### config.mk
export PLATFORM = sky130hd
export DESIGN_NAME = uart_word_tx
export DESIGN_NICKNAME = d
export VERILOG_FILES = /design/src/rtl/uart_word_tx_pkg.sv /design/src/rtl/uart_word_tx_baud_tick.sv /design/src/rtl/uart_word_tx.sv
export SDC_FILE = /design/constraint.sdc
export NUM_CORES = 1
export LEC_CHECK = 0
export ABC_AREA = 1
export CORE_ASPECT_RATIO = 1.4
export CORE_UTILIZATION = 25
export CTS_BUF_LIST = sky130_fd_sc_hd__clkbuf_2
export DETAILED_ROUTE_END_ITERATION = 7
export PLACE_DENSITY = 0.41
export SLEW_MARGIN = 10
export SYNTH_ARGS = -nofsm -noshare
export SYNTH_HDL_FRONTEND = slang
export SYNTH_HIERARCHICAL = 1
export SYNTH_SLANG_ARGS = --single-unit
export TNS_END_PERCENT = 50
### constraint.sdc
create_clock -name clk -period 5.35 [get_ports clk]
set_input_delay 0.535 -clock clk [delete_from_list [all_inputs] [get_ports clk]]
set_output_delay 0.535 -clock clk [all_outputs]
set_load 0.03 [all_outputs]
### src/rtl/uart_word_tx_pkg.sv
// Shared types and constants for the 32-bit word UART transmitter.
// Holds the frame FSM encoding and the baud counter width helper.
package uart_pkg;

   typedef enum logic [1:0] {
      IDLE  = 2'd0,
      START = 2'd1,
      DATA  = 2'd2,
      STOP  = 2'd3
   } uart_state_e;

   localparam int BITS_PER_BYTE  = 8;
   localparam int BYTES_PER_WORD = 4;

   // Width of a counter spanning 0..clks_per_bit-1, never narrower than 1 bit.
   function automatic int baud_cnt_width(input int clks_per_bit);
      int w;
      w = $clog2(clks_per_bit);
      return (w < 1) ? 1 : w;
   endfunction

endpackage

### src/rtl/uart_word_tx_baud_tick.sv
// Free-running bit-period counter for the UART word transmitter.
// bit_end marks the last cycle of a bit; bit_pre_end marks the cycle before it.
module uart_baud_tick
   import uart_pkg::*;
#(
   parameter int CLKS_PER_BIT = 434
) (
   input  logic clk,
   input  logic rst,
   input  logic clr,
   output logic bit_end,
   output logic bit_pre_end
);

   localparam int CW = baud_cnt_width(CLKS_PER_BIT);
   localparam logic [CW-1:0] LAST_CNT     = CW'(CLKS_PER_BIT - 1);
   localparam logic [CW-1:0] PRE_LAST_CNT = CW'(CLKS_PER_BIT - 2);

   logic [CW-1:0] baud_cnt_r;

   // Bit-period counter, restarted whenever a new frame is accepted.
   always_ff @(posedge clk) begin
      if (rst || clr) begin
         baud_cnt_r <= '0;
      end else if (baud_cnt_r == LAST_CNT) begin
         baud_cnt_r <= '0;
      end else begin
         baud_cnt_r <= baud_cnt_r + CW'(1);
      end
   end

   assign bit_end     = (baud_cnt_r == LAST_CNT);
   assign bit_pre_end = (baud_cnt_r == PRE_LAST_CNT);

endmodule

### src/rtl/uart_word_tx.sv
// Sends one 32-bit word as four back-to-back 8N1 bytes on txd.
// busy covers the frame; done pulses in the final stop-bit cycle, when a new start is already accepted.
module uart_word_tx
   import uart_pkg::*;
#(
   parameter int CLKS_PER_BIT   = 434,
   parameter bit MSB_BYTE_FIRST = 1'b0
) (
   input  logic        clk,
   input  logic        rst,
   input  logic        start,
   input  logic [31:0] data_in,
   output logic        busy,
   output logic        done,
   output logic        txd
);

   localparam int WORD_W = BITS_PER_BYTE * BYTES_PER_WORD;
   localparam logic [2:0] LAST_BIT  = 3'(BITS_PER_BYTE - 1);
   localparam logic [1:0] LAST_BYTE = 2'(BYTES_PER_WORD - 1);

   uart_state_e       state_r, state_next_s;
   logic [WORD_W-1:0] shift_r, shift_next_s;
   logic [2:0]        bit_cnt_r, bit_cnt_next_s;
   logic [1:0]        byte_idx_r, byte_idx_next_s;
   logic              accept_s, bit_end_s, bit_pre_end_s, frame_end_s;
   logic              txd_r, busy_r, done_r;
   logic              txd_next_s, busy_next_s, done_next_s;

   // Byte order on the wire: the low byte of the shift register goes out first.
   function automatic logic [WORD_W-1:0] wire_order(input logic [WORD_W-1:0] w);
      if (MSB_BYTE_FIRST) begin
         return {w[7:0], w[15:8], w[23:16], w[31:24]};
      end else begin
         return w;
      end
   endfunction

   assign accept_s    = (state_r == IDLE) && start;
   // The last stop bit finishes in IDLE so a new start can be taken in the done cycle.
   assign frame_end_s = (state_r == STOP) && (byte_idx_r == LAST_BYTE) && bit_pre_end_s;

   uart_baud_tick #(
      .CLKS_PER_BIT(CLKS_PER_BIT)
   ) u_baud_tick (
      .clk        (clk),
      .rst        (rst),
      .clr        (accept_s),
      .bit_end    (bit_end_s),
      .bit_pre_end(bit_pre_end_s)
   );

   // State, datapath and output registers.
   always_ff @(posedge clk) begin
      if (rst) begin
         state_r    <= IDLE;
         shift_r    <= '0;
         bit_cnt_r  <= 3'd0;
         byte_idx_r <= 2'd0;
         txd_r      <= 1'b1;
         busy_r     <= 1'b0;
         done_r     <= 1'b0;
      end else begin
         state_r    <= state_next_s;
         shift_r    <= shift_next_s;
         bit_cnt_r  <= bit_cnt_next_s;
         byte_idx_r <= byte_idx_next_s;
         txd_r      <= txd_next_s;
         busy_r     <= busy_next_s;
         done_r     <= done_next_s;
      end
   end

   // Next-state and datapath update.
   always_comb begin
      state_next_s    = state_r;
      shift_next_s    = shift_r;
      bit_cnt_next_s  = bit_cnt_r;
      byte_idx_next_s = byte_idx_r;
      case (state_r)
         IDLE: begin
            if (start) begin
               state_next_s    = START;
               shift_next_s    = wire_order(data_in);
               bit_cnt_next_s  = 3'd0;
               byte_idx_next_s = 2'd0;
            end else begin
               state_next_s = IDLE;
            end
         end
         START: begin
            if (bit_end_s) begin
               state_next_s = DATA;
            end else begin
               state_next_s = START;
            end
         end
         DATA: begin
            if (bit_end_s) begin
               shift_next_s   = shift_r >> 1;
               bit_cnt_next_s = bit_cnt_r + 3'd1;
               state_next_s   = (bit_cnt_r == LAST_BIT) ? STOP : DATA;
            end else begin
               state_next_s = DATA;
            end
         end
         STOP: begin
            if (frame_end_s) begin
               state_next_s = IDLE;
            end else if (bit_end_s) begin
               byte_idx_next_s = byte_idx_r + 2'd1;
               state_next_s    = START;
            end else begin
               state_next_s = STOP;
            end
         end
         default: begin
            state_next_s = IDLE;
         end
      endcase
   end

   // Output values for the coming cycle, taken from the next state so txd lines up with it.
   always_comb begin
      txd_next_s  = 1'b1;
      busy_next_s = (state_next_s != IDLE);
      done_next_s = frame_end_s;
      case (state_next_s)
         IDLE:    txd_next_s = 1'b1;
         START:   txd_next_s = 1'b0;
         DATA:    txd_next_s = shift_next_s[0];
         STOP:    txd_next_s = 1'b1;
         default: txd_next_s = 1'b1;
      endcase
   end

   assign txd  = txd_r;
   assign busy = busy_r;
   assign done = done_r;

endmodule

==> flow_summary_export.csv <==
group,metric,value,unit
floorplanning,num_rows,41,
grt,grt-ovfl-total,0,
pwr,switching_share,27.6,%
detailed_routing,vias,2011,
layout,finish.utilization,31.2,%
cts,htree_levels,2,
pwr,pwr-share-seq,56.5,%
timing,skew,0.0475,ns
synthesis,ys_types,24,
critical_path,end_kind,"flip-flop",
timing,tightest_slew,0.504,ns
synthesis,synth-main-ff-cell,"dfxtp_1",
grt,antenna_found_initial,0,
timing,tns,0,ns
min_path,hp-class,"reg2reg",
timing,finalCriticalPeriod,2.33,ns
floorplanning,initial_core_util,25.7,%
pwr,switchingPower,0.000200,W
timing,final-max-slew-violation-count,0,
synthesis,synth_edf_count,0,
layout,finalInstanceArea,2800,µm²
pwr,combPwrFrac,12.8,%
cts,cts_setup_buffers,0,
timing,rsz0062_at_grt,"false",
status,status,"complete, no violations",
detailed_routing,drt_first_pass_iters,5,
synthesis,yosysTopAreaCellShare,44.2,%
critical_path,cpPeakStageDelay,0.46,ns
placed_design,dpl_worst_slack,2.97,ns
cts,cts_tree,"yes",
job,max-cap-violations,0,
placed_design,dpl_cell_area,2730,µm²
cts,cts_sinks,51,
placed_design,port_buffers,37,
timing,max_freq,0.429,GHz
cts,postCtsHoldBufs,0,
critical_path,crit_arrival,2.75,ns
detailed_routing,drtIter0Drc,78,
grt,grt_pass1_wl,9.05,mm
detailed_routing,highest_layer,"met4",
timing,finalSetupViolCount,0,
synthesis,synthTopCellsByArea,"dfxtp_1 (44%), nand2_1 (14%), a21oi_1 (6.9%)",
grt,grt_usage,11.7,%
timing,finalHoldViolCount,0,
placed_design,dpl.hpwl,3.45,mm
critical_path,crit_chain,"ha_1, nand2_1, nor2_1, nand2_2, inv_1, inv_1, nor2_8, nand2_1, nand4_1, inv_1, ha_1, nand2_1, nand2_1, nand2_1",
synthesis,syn-num-nets,343,
pwr,p_leak,1.08,nW
detailed_routing,antenna_left,0,
cts,cts_resized,0,
timing,timing.hold.ws,0.483,ns
cts,cts-root-buf,"clkbuf_2",
layout,insertedDiodeCount,0,
pwr,p_per_area,259,nW/µm²
synthesis,ys_warn_count,6,
detailed_routing,met2_wirelength,2.69,mm
detailed_routing,dr_wl_met3,172,µm
synthesis,synth_seq_cells,51,
floorplanning,die_h,116,µm
cts,clockBufferDepth,2,
synthesis,async_flop_share,0,%
floorplanning,dieArea,9630,µm²
floorplanning,boundaryPins,38,
layout,drive_gt1_share,6.33,%
timing,slew_headroom,66.4,%
pwr,p_int,0.000527,W
grt,grt_pass1_vias,1965,
critical_path,cp_max_fo,34,
synthesis,syn_avg_cell_area,7.72,µm²
layout,layout_commonest_cell,"nand2_1",
synthesis,syn_area,2310,µm²
synthesis,ys_seq_area_share,44.2,%
synthesis,yosys.area.top_type,"dfxtp_1",
layout,layout_common_cells,"nand2_1 (89), dfxtp_1 (51), clkdlybuf4s50_1 (37), a21oi_1 (32), inv_1 (23)",
timing,post-route-period-util,43.6,%
critical_path,crit_top_cell,"nand2_1",
pwr,peakVddDrop,0.0840,mV
detailed_routing,wl,5.27,mm
grt,grt_max_degree,41,
detailed_routing,drt-met1-wl,2.35,mm
cts,cts_buffers,5,
detailed_routing,viasPerCell,4.58,
cts,insertion_delay,0.49,ns
detailed_routing,drt-wirelength-per-cell,12.0,µm
timing,finalWorstSetupSlack,3.02,ns
critical_path,critPathKind,"reg2reg",
critical_path,cp-start-kind,"flip-flop",
floorplanning,die_w,83.2,µm
layout,num-nets-final,375,
floorplanning,core_area,8980,µm²
synthesis,syn_inst,299,
cts,clk_pin_slew,0.32,ns
critical_path,crit_path_top_delay_cell,"dfxtp_1",
detailed_routing,drc,0,
placed_design,place.gp.congestion,0.731,
pwr,pwr-share-clk,30.7,%
critical_path,required,5.77,ns
layout,area_growth,21.3,%
layout make-up:
| type | count | area (µm²) |
|---|---|---|
| flip-flops and latches | 51 | 1020 |
| multi-input cells | 208 | 1090 |
| fillers | 957 | 6170 |
| well taps | 107 | 134 |
| inverters | 27 | 104 |
| clock inverters | 3 | 47.5 |
| clock buffers | 5 | 25.0 |
| repair buffers | 38 | 378 |
metrics by stage:
stage,power (W),instances
6_report,0.000727,439
4_1_cts,0.000741,439
5_1_grt,0.000779,439
3_5_place_dp,0.000512,431
2_1_floorplan,0.000473,299
3_3_place_gp,0.000513,431
sequential cells by signal (all words and copies together), names as in the netlist:
signal / cells
byte_idx_r: 2
bit_cnt_r: 3
state_r: 2
busy: 1
u_baud_tick/baud_cnt_r: 9
shift_r: 32
done: 1
txd: 1
Yosys cell counts, types with 3 or more instances:
library cell  instances
a21oi_1              32
a22oi_1              21
a31oi_1               9
buf_4                 5
buf_6                 3
clkbuf_1              4
dfxtp_1              51
ha_1                  9
inv_1                23
inv_2                 3
nand2_1              89
nand2_2               3
nand3_1              10
nor2_1               20
o21ai_0               4
metal layers:
layer | vias up | global-route usage (%)
li1 | 1047 | -
met1 | 929 | 14.1
met4 | 0 | 5.29
met5 | - | 0
met3 | 4 | 2.64
met2 | 31 | 20.1
power by group through the flow:
| stage | Sequential (W) | Clock (W) | Combinational [W] |
|---|---|---|---|
| 5_1_grt | 0.000415 | 0.000259 | 0.000105 |
| 3_5_place_dp | 0.000418 | 0 | 0.0000945 |
| 2_1_floorplan | 0.000418 | 0 | 0.0000548 |
| 3_3_place_gp | 0.000418 | 0 | 0.0000952 |
| 4_1_cts | 0.000411 | 0.000235 | 0.0000947 |
| 6_report | 0.000411 | 0.000223 | 0.0000929 |
path summary, 6_finish.rpt:
| kind | startpoint | to | slack, ns | cells past startpoint |
|---|---|---|---|---|
| min | shift_r[30]$_SDFFE_PP0P_ | shift_r[30]$_SDFFE_PP0P_ | 0.48 | 2 |
| min reg2reg | shift_r[30]$_SDFFE_PP0P_ | shift_r[30]$_SDFFE_PP0P_ | 0.48 | 2 |
| max reg2reg | u_baud_tick/baud_cnt_r[0]$_SDFF_PP0_ | txd$_SDFF_PP1_ | 3.02 | 14 |
| max | u_baud_tick/baud_cnt_r[0]$_SDFF_PP0_ | txd$_SDFF_PP1_ | 3.02 | 14 |
worst max-delay path: cells and delay by family (launching register included):
family / cells / cell delay (ns)
adder cells (fa/ha/maj): 2 / 0.44
AND/OR/NAND/NOR: 9 / 1.07
flip-flops: 1 / 0.46
buffers and inverters: 3 / 0.35
kinds of logic (layout without fill, tap and decap cells):
kind of cell | count (synthesis) | in the layout | share of synthesized area (%)
flip-flops | 51 | 51 | 44.2
AND/OR/NAND/NOR | 129 | 129 | 24.0
adder cells (fa/ha/maj) | 9 | 9 | 4.88
AO/OA/AOI/OAI | 68 | 68 | 17.7
XOR/XNOR | 2 | 2 | 0.759
buffers and inverters | 40 | 73 | 8.45
Note: power is estimated with default switching activity, not from simulation.
